[config.mk]
export PLATFORM = sky130hd
export DESIGN_NAME = accumulation_stream_sat
export DESIGN_NICKNAME = d
export VERILOG_FILES = /design/src/rtl/accumulation_pkg.sv /design/src/rtl/accumulation_lane_sum.sv /design/src/rtl/accumulation_stream_sat.sv
export SDC_FILE = /design/constraint.sdc
export NUM_CORES = 1
export LEC_CHECK = 0
export CAP_MARGIN = 25
export CORE_ASPECT_RATIO = 1.2
export CORE_UTILIZATION = 55
export CTS_BUF_LIST = sky130_fd_sc_hd__clkbuf_4 sky130_fd_sc_hd__clkbuf_8 sky130_fd_sc_hd__clkbuf_16
export DETAILED_ROUTE_END_ITERATION = 12
export PLACE_DENSITY_LB_ADDON = 0.08
export SLEW_MARGIN = 20
export SYNTH_ARGS = -nofsm -noshare
export SYNTH_HDL_FRONTEND = slang
export SYNTH_SLANG_ARGS = --single-unit
[constraint.sdc]
create_clock -name clk_i -period 23.5 [get_ports clk_i]
set_input_delay 7.05 -clock clk_i [delete_from_list [all_inputs] [get_ports clk_i]]
set_output_delay 7.05 -clock clk_i [all_outputs]
set_load 0.01 [all_outputs]
[src/rtl/accumulation_pkg.sv]
// Shared types and helpers for the streaming accumulator: state encoding,
// accumulator sizing and the saturating narrowing used on the final sum.
package accumulation_pkg;

  typedef enum logic [0:0] {
    ACC  = 1'b0,
    HOLD = 1'b1
  } state_t;

  typedef struct packed {
    logic signed [31:0] value;
    logic               overflow;
  } sat_t;

  localparam int ENC_POS_ONE = 1;
  localparam int ENC_NEG_ONE = -1;

  // Wide enough for +/- in_cnt * 2^in_bit, the worst-case vector sum.
  function automatic int acc_width(input int in_cnt, input int in_bit);
    return $clog2(in_cnt * (2 ** in_bit)) + 1;
  endfunction

  function automatic sat_t sat_to(input int out_bit, input int value);
    sat_t r;
    int   hi;
    int   lo;
    hi = (2 ** (out_bit - 1)) - 1;
    lo = -(2 ** (out_bit - 1));
    r.overflow = 1'b0;
    r.value    = value;
    if (value > hi) begin
      r.value    = hi;
      r.overflow = 1'b1;
    end else if (value < lo) begin
      r.value    = lo;
      r.overflow = 1'b1;
    end
    return r;
  endfunction

endpackage

[src/rtl/accumulation_lane_sum.sv]
// Combinational masked adder tree: sums the first valid_cnt lanes of one beat,
// each sign-extended to the accumulator width; lanes beyond valid_cnt add zero.
module accumulation_lane_sum #(
  parameter int PARAM_LANE_CNT = 16,
  parameter int PARAM_IN_BIT   = 2,
  parameter int PARAM_ACC_W    = 13
) (
  input  logic [PARAM_LANE_CNT-1:0][PARAM_IN_BIT:0]  value,
  input  logic [$clog2(PARAM_LANE_CNT+1)-1:0]        valid_cnt,
  output logic signed [PARAM_ACC_W-1:0]              sum
);

  localparam int LEAVES = 1 << $clog2(PARAM_LANE_CNT);

  logic signed [PARAM_ACC_W-1:0] node [1:2*LEAVES-1];

  // Leaves sit at LEAVES..2*LEAVES-1, padded to a power of two; node k sums 2k and 2k+1.
  always_comb begin
    node = '{default: '0};
    for (int i = 0; i < PARAM_LANE_CNT; i++) begin
      if (i < int'(valid_cnt)) begin
        node[LEAVES+i] = PARAM_ACC_W'(signed'(value[i]));
      end
    end
    for (int k = LEAVES - 1; k >= 1; k--) begin
      node[k] = node[2*k] + node[2*k+1];
    end
  end

  assign sum = node[1];

endmodule

[src/rtl/accumulation_stream_sat.sv]
// Streaming vector accumulator: sums a multi-beat vector of signed partial
// products and emits one saturated or sign-binarised result per vector.
module accumulation_stream_sat
  import accumulation_pkg::*;
#(
  parameter int PARAM_IN_CNT   = 784,
  parameter int PARAM_IN_BIT   = 2,
  parameter int PARAM_LANE_CNT = 16,
  parameter int PARAM_OUT_BIT  = 2
) (
  input  logic                                       clk_i,
  input  logic                                       rst_i,
  input  logic                                       in_valid_i,
  output logic                                       in_ready_o,
  input  logic [PARAM_LANE_CNT-1:0][PARAM_IN_BIT:0]  value_i,
  input  logic                                       mode_i,
  output logic                                       out_valid_o,
  input  logic                                       out_ready_i,
  output logic [PARAM_OUT_BIT-1:0]                   result_o,
  output logic                                       overflow_o,
  output logic                                       busy_o
);

  localparam int PARAM_BEAT_CNT = (PARAM_IN_CNT + PARAM_LANE_CNT - 1) / PARAM_LANE_CNT;
  localparam int PARAM_ACC_W    = acc_width(PARAM_IN_CNT, PARAM_IN_BIT);
  localparam int LAST_LANES     = PARAM_IN_CNT - (PARAM_BEAT_CNT - 1) * PARAM_LANE_CNT;
  localparam int BEAT_W         = (PARAM_BEAT_CNT > 1) ? $clog2(PARAM_BEAT_CNT) : 1;
  localparam int CNT_W          = $clog2(PARAM_LANE_CNT + 1);

  state_t                        state;
  logic signed [PARAM_ACC_W-1:0] acc;
  logic signed [PARAM_ACC_W-1:0] lane_sum;
  logic signed [PARAM_ACC_W-1:0] final_sum;
  logic [BEAT_W-1:0]             beat_cnt;
  logic                          mode_q;
  logic                          first_beat;
  logic                          last_beat;
  logic                          eff_mode;
  logic                          accept;
  logic [CNT_W-1:0]              valid_lanes;
  sat_t                          sat_res;
  logic [PARAM_OUT_BIT-1:0]      result_next;
  logic                          overflow_next;

  assign in_ready_o  = (state == ACC) && !rst_i;
  assign out_valid_o = (state == HOLD);
  assign busy_o      = (beat_cnt != '0) || (state == HOLD);
  assign accept      = in_valid_i && in_ready_o;
  assign first_beat  = (beat_cnt == '0);
  assign last_beat   = (beat_cnt == BEAT_W'(PARAM_BEAT_CNT - 1));
  assign valid_lanes = last_beat ? CNT_W'(LAST_LANES) : CNT_W'(PARAM_LANE_CNT);
  // The first beat's mode takes effect immediately, before it is latched.
  assign eff_mode    = first_beat ? mode_i : mode_q;
  assign final_sum   = acc + lane_sum;
  assign sat_res     = sat_to(PARAM_OUT_BIT, int'(final_sum));

  accumulation_lane_sum #(
    .PARAM_LANE_CNT (PARAM_LANE_CNT),
    .PARAM_IN_BIT   (PARAM_IN_BIT),
    .PARAM_ACC_W    (PARAM_ACC_W)
  ) u_lane_sum (
    .value     (value_i),
    .valid_cnt (valid_lanes),
    .sum       (lane_sum)
  );

  always_comb begin
    result_next   = PARAM_OUT_BIT'(sat_res.value);
    overflow_next = sat_res.overflow;
    if (eff_mode) begin
      result_next   = final_sum[PARAM_ACC_W-1] ? PARAM_OUT_BIT'(ENC_NEG_ONE)
                                               : PARAM_OUT_BIT'(ENC_POS_ONE);
      overflow_next = 1'b0;
    end
  end

  always_ff @(posedge clk_i) begin
    if (rst_i) begin
      state      <= ACC;
      acc        <= '0;
      beat_cnt   <= '0;
      mode_q     <= 1'b0;
      result_o   <= '0;
      overflow_o <= 1'b0;
    end else begin
      case (state)
        ACC: begin
          if (accept) begin
            if (first_beat) begin
              mode_q <= mode_i;
            end
            if (last_beat) begin
              acc        <= '0;
              beat_cnt   <= '0;
              result_o   <= result_next;
              overflow_o <= overflow_next;
              state      <= HOLD;
            end else begin
              acc      <= final_sum;
              beat_cnt <= beat_cnt + BEAT_W'(1);
            end
          end
        end
        HOLD: begin
          if (out_ready_i) begin
            state <= ACC;
          end
        end
        default: state <= ACC;
      endcase
    end
  end

endmodule

==> reports/results.ini <==
[outcome]
status=finished, final reports clean

[yosys]
syn_nets=562
async_flop_share_pct=0
synth_cell_types=48
syn_inst=405
synth_edf_count=0
yosysWarnings=0
synth-seq-cells=24
dominantRegCellSynth=dfxtp_1
syn_area_per_cell_sq_um=9.34
seq_area_frac_synth_pct=12.7
netlist_area_sq_um=3780

[timing]
post-route-min-period_ps=15910
rsz0062_at_grt=false
fmax_mhz=62.8
setup_viol=0
finalCritPeriodShare_pct=67.7
max_slew_margin_pct=38.9
tightestPinTransition_ps=913
setup_tns_ps=0
finalClockSkew_ps=3.94
fin_hold_ws_ps=476
slew_violations=0
hold_violations=0

[cells_and_area]
fillers=522
nets=619
syn_to_final_growth_pct=19.0
drive_gt1_share_pct=3.25
diodes=0

[clocking]
ctsResizeCount=0
tritoncts=done
ctsRootBufferMaster=clkbuf_8
cts.path.max_buffers=2
clk_pin_slew_worst_paths_ps=80
cts_setup_buffers=0
cts_buffers=3
clock_sinks=24
cts_hold_buf=0
clock_latency_ps=260
htree_num_levels=1

[routing]
drt_iter0_drc=79
dr.pass1.iters=4
wirelength_microns=7540
drc_errors=0
vias_per_cell=5.25
num_vias=2864
avgRoutedWirePerCell_microns=13.8
routed.top_layer=met4
met2WireLength_microns=4040
ant_nets=0
met1Wirelength_microns=3080
dr_wl_met3_microns=298

[die]
coreArea_sq_um=6530
die_width_microns=77.7
start_util_pct=58.0
die_area_sq_um=7210
core.rowCount=32
die_y_microns=92.8
num_io_pins=59

[worst_setup_path]
worstSetupStartpointType=input port
cp_max_fo=25
crit_family=buffers and inverters
cp.required_ps=16450
path_cells=clkdlybuf4s50_1 > nor2_1 > clkdlybuf4s50_1
max_stage_delay_ps=880
worstPathArrival_ps=8860
cp_slowest_cell=clkdlybuf4s50_1
critPathKind=in2out
crit_buf_inv=2
worst_path_most_repeated_cell=clkdlybuf4s50_1
rrSetupSlack_ps=17880
end_kind=output pin

[global_routing]
antenna_found_initial=0
overflow=0
grt_usage_pct=23.4
grt_pass1_vias=3089
grt_max_degree=26
grt_pass1_wl_microns=13400

[placement]
portBuffers=58
gp_congestion=0.856
place_hpwl_microns=6400

[worst_hold_path]
hold_path_class=reg2reg

[flow_run]
drv_cap=0

## synth_stat cells (3+ instances only)
master       n  area [sq um]
nor4_1       3          18.8
a22oi_1     13          97.6
mux2i_1      4          40.0
nor3b_1      5          37.5
inv_1      103           387
nor2_1      32           120
ha_1        39           488
xnor2_1     14           123
nand4_1      4          25.0
dfxtp_1     24           480
a21oi_1     11          55.1
o21ai_0      7          35.0
clkbuf_1     6          22.5
xor2_1      12           105
a2111oi_0    5          43.8
nor3_1       5          25.0
o211ai_1     3          22.5
a211oi_1     4          30.0
nand2b_1     3          18.8
fa_1        65          1300
nand2_1     11          41.3
## flip-flops by register name (all words and copies together) (netlist names)
signal / cells
acc: 13
beat_cnt: 6
result_o: 2
mode_q: 1
out_valid_o: 1
overflow_o: 1
## path summary, 6_finish.rpt
check	from	to	depth (start not counted)
worst max-delay path	rst_i	in_ready_o	3
worst min-delay path	overflow_o	overflow_o	2
worst max register to register	acc[2]	result_o[1]	15
worst min register to register	overflow_o	overflow_o	2
## layout by cell type (no fill, tap or decap), types with 2 or more instances in the layout
master             n
fa_1              65
o221ai_1           2
a21o_1             2
nor3b_1            5
mux2i_1            4
a22oi_1           13
or2_2              2
ha_1              39
clkbuf_8           4
nor4_1             3
nand2_1           11
xnor2_1           14
inv_1            103
nand2b_1           3
xor2_1            12
nand4_1            4
clkdlybuf4s50_1   58
nor2_1            32
nand3_1            2
o211ai_1           3
o21ai_0            7
a2111oi_0          5
nor3_1             5
a211oi_1           4
dfxtp_1           24
and2_1             2
a21oi_1           11
## metal layers
| metal | track usage [%] | up-vias |
|---|---|---|
| li1 | - | 1415 |
| met1 | 28.6 | 1373 |
| met2 | 44.7 | 68 |
| met3 | 2.27 | 8 |
| met4 | 3.93 | 0 |
| met5 | 0 | - |
## worst register-to-register path, stage by stage, from the launching register on
cell and delay, ps:
dfxtp_1 330, fa_1 520, fa_1 530, fa_1 550
inv_1 60, fa_1 530, inv_1 40, ha_1 210
fa_1 430, a211oi_2 270, nor4_1 80, or3b_1 400
or4_1 550, or4_4 450, o211a_1 230, a2111oi_2 320
## per-stage QoR
stage	utilization (%)	std cells	worst slack, ps	instance area (sq um)
6_report	69.0	546	7590	4500
5_1_grt	69.0	546	7430	4500
3_5_place_dp	68.1	542	7590	4450
3_3_place_gp	68.1	542	7630	4450
2_1_floorplan	-	405	9020	3780
4_1_cts	69.0	546	7590	4500
## final cells by class
cell class                 count  area (sq um)  area share, %
sequential                    24           480           10.7
clock buffer                   4          55.1           1.22
multi-input combinational    272          2890           64.3
timing repair buffer          58           581           12.9
tap                           85           106           2.36
inverter                     103           387           8.59
## cells by family (layout without fill, tap and decap cells)
family / Yosys count / in the layout / share of synthesized area, %
XOR/XNOR: 26 / 26 / 6.02
AO/OA/AOI/OAI: 58 / 58 / 11.2
AND/OR/NAND/NOR: 80 / 80 / 10.9
flip-flops: 24 / 24 / 12.7
multiplexers: 4 / 4 / 1.06
adder cells (fa/ha/maj): 104 / 104 / 47.3
buffers and inverters: 109 / 165 / 10.8
Power is not shown: default switching activity piles up to over one toggle a cycle in this logic, so the estimate is an artifact.
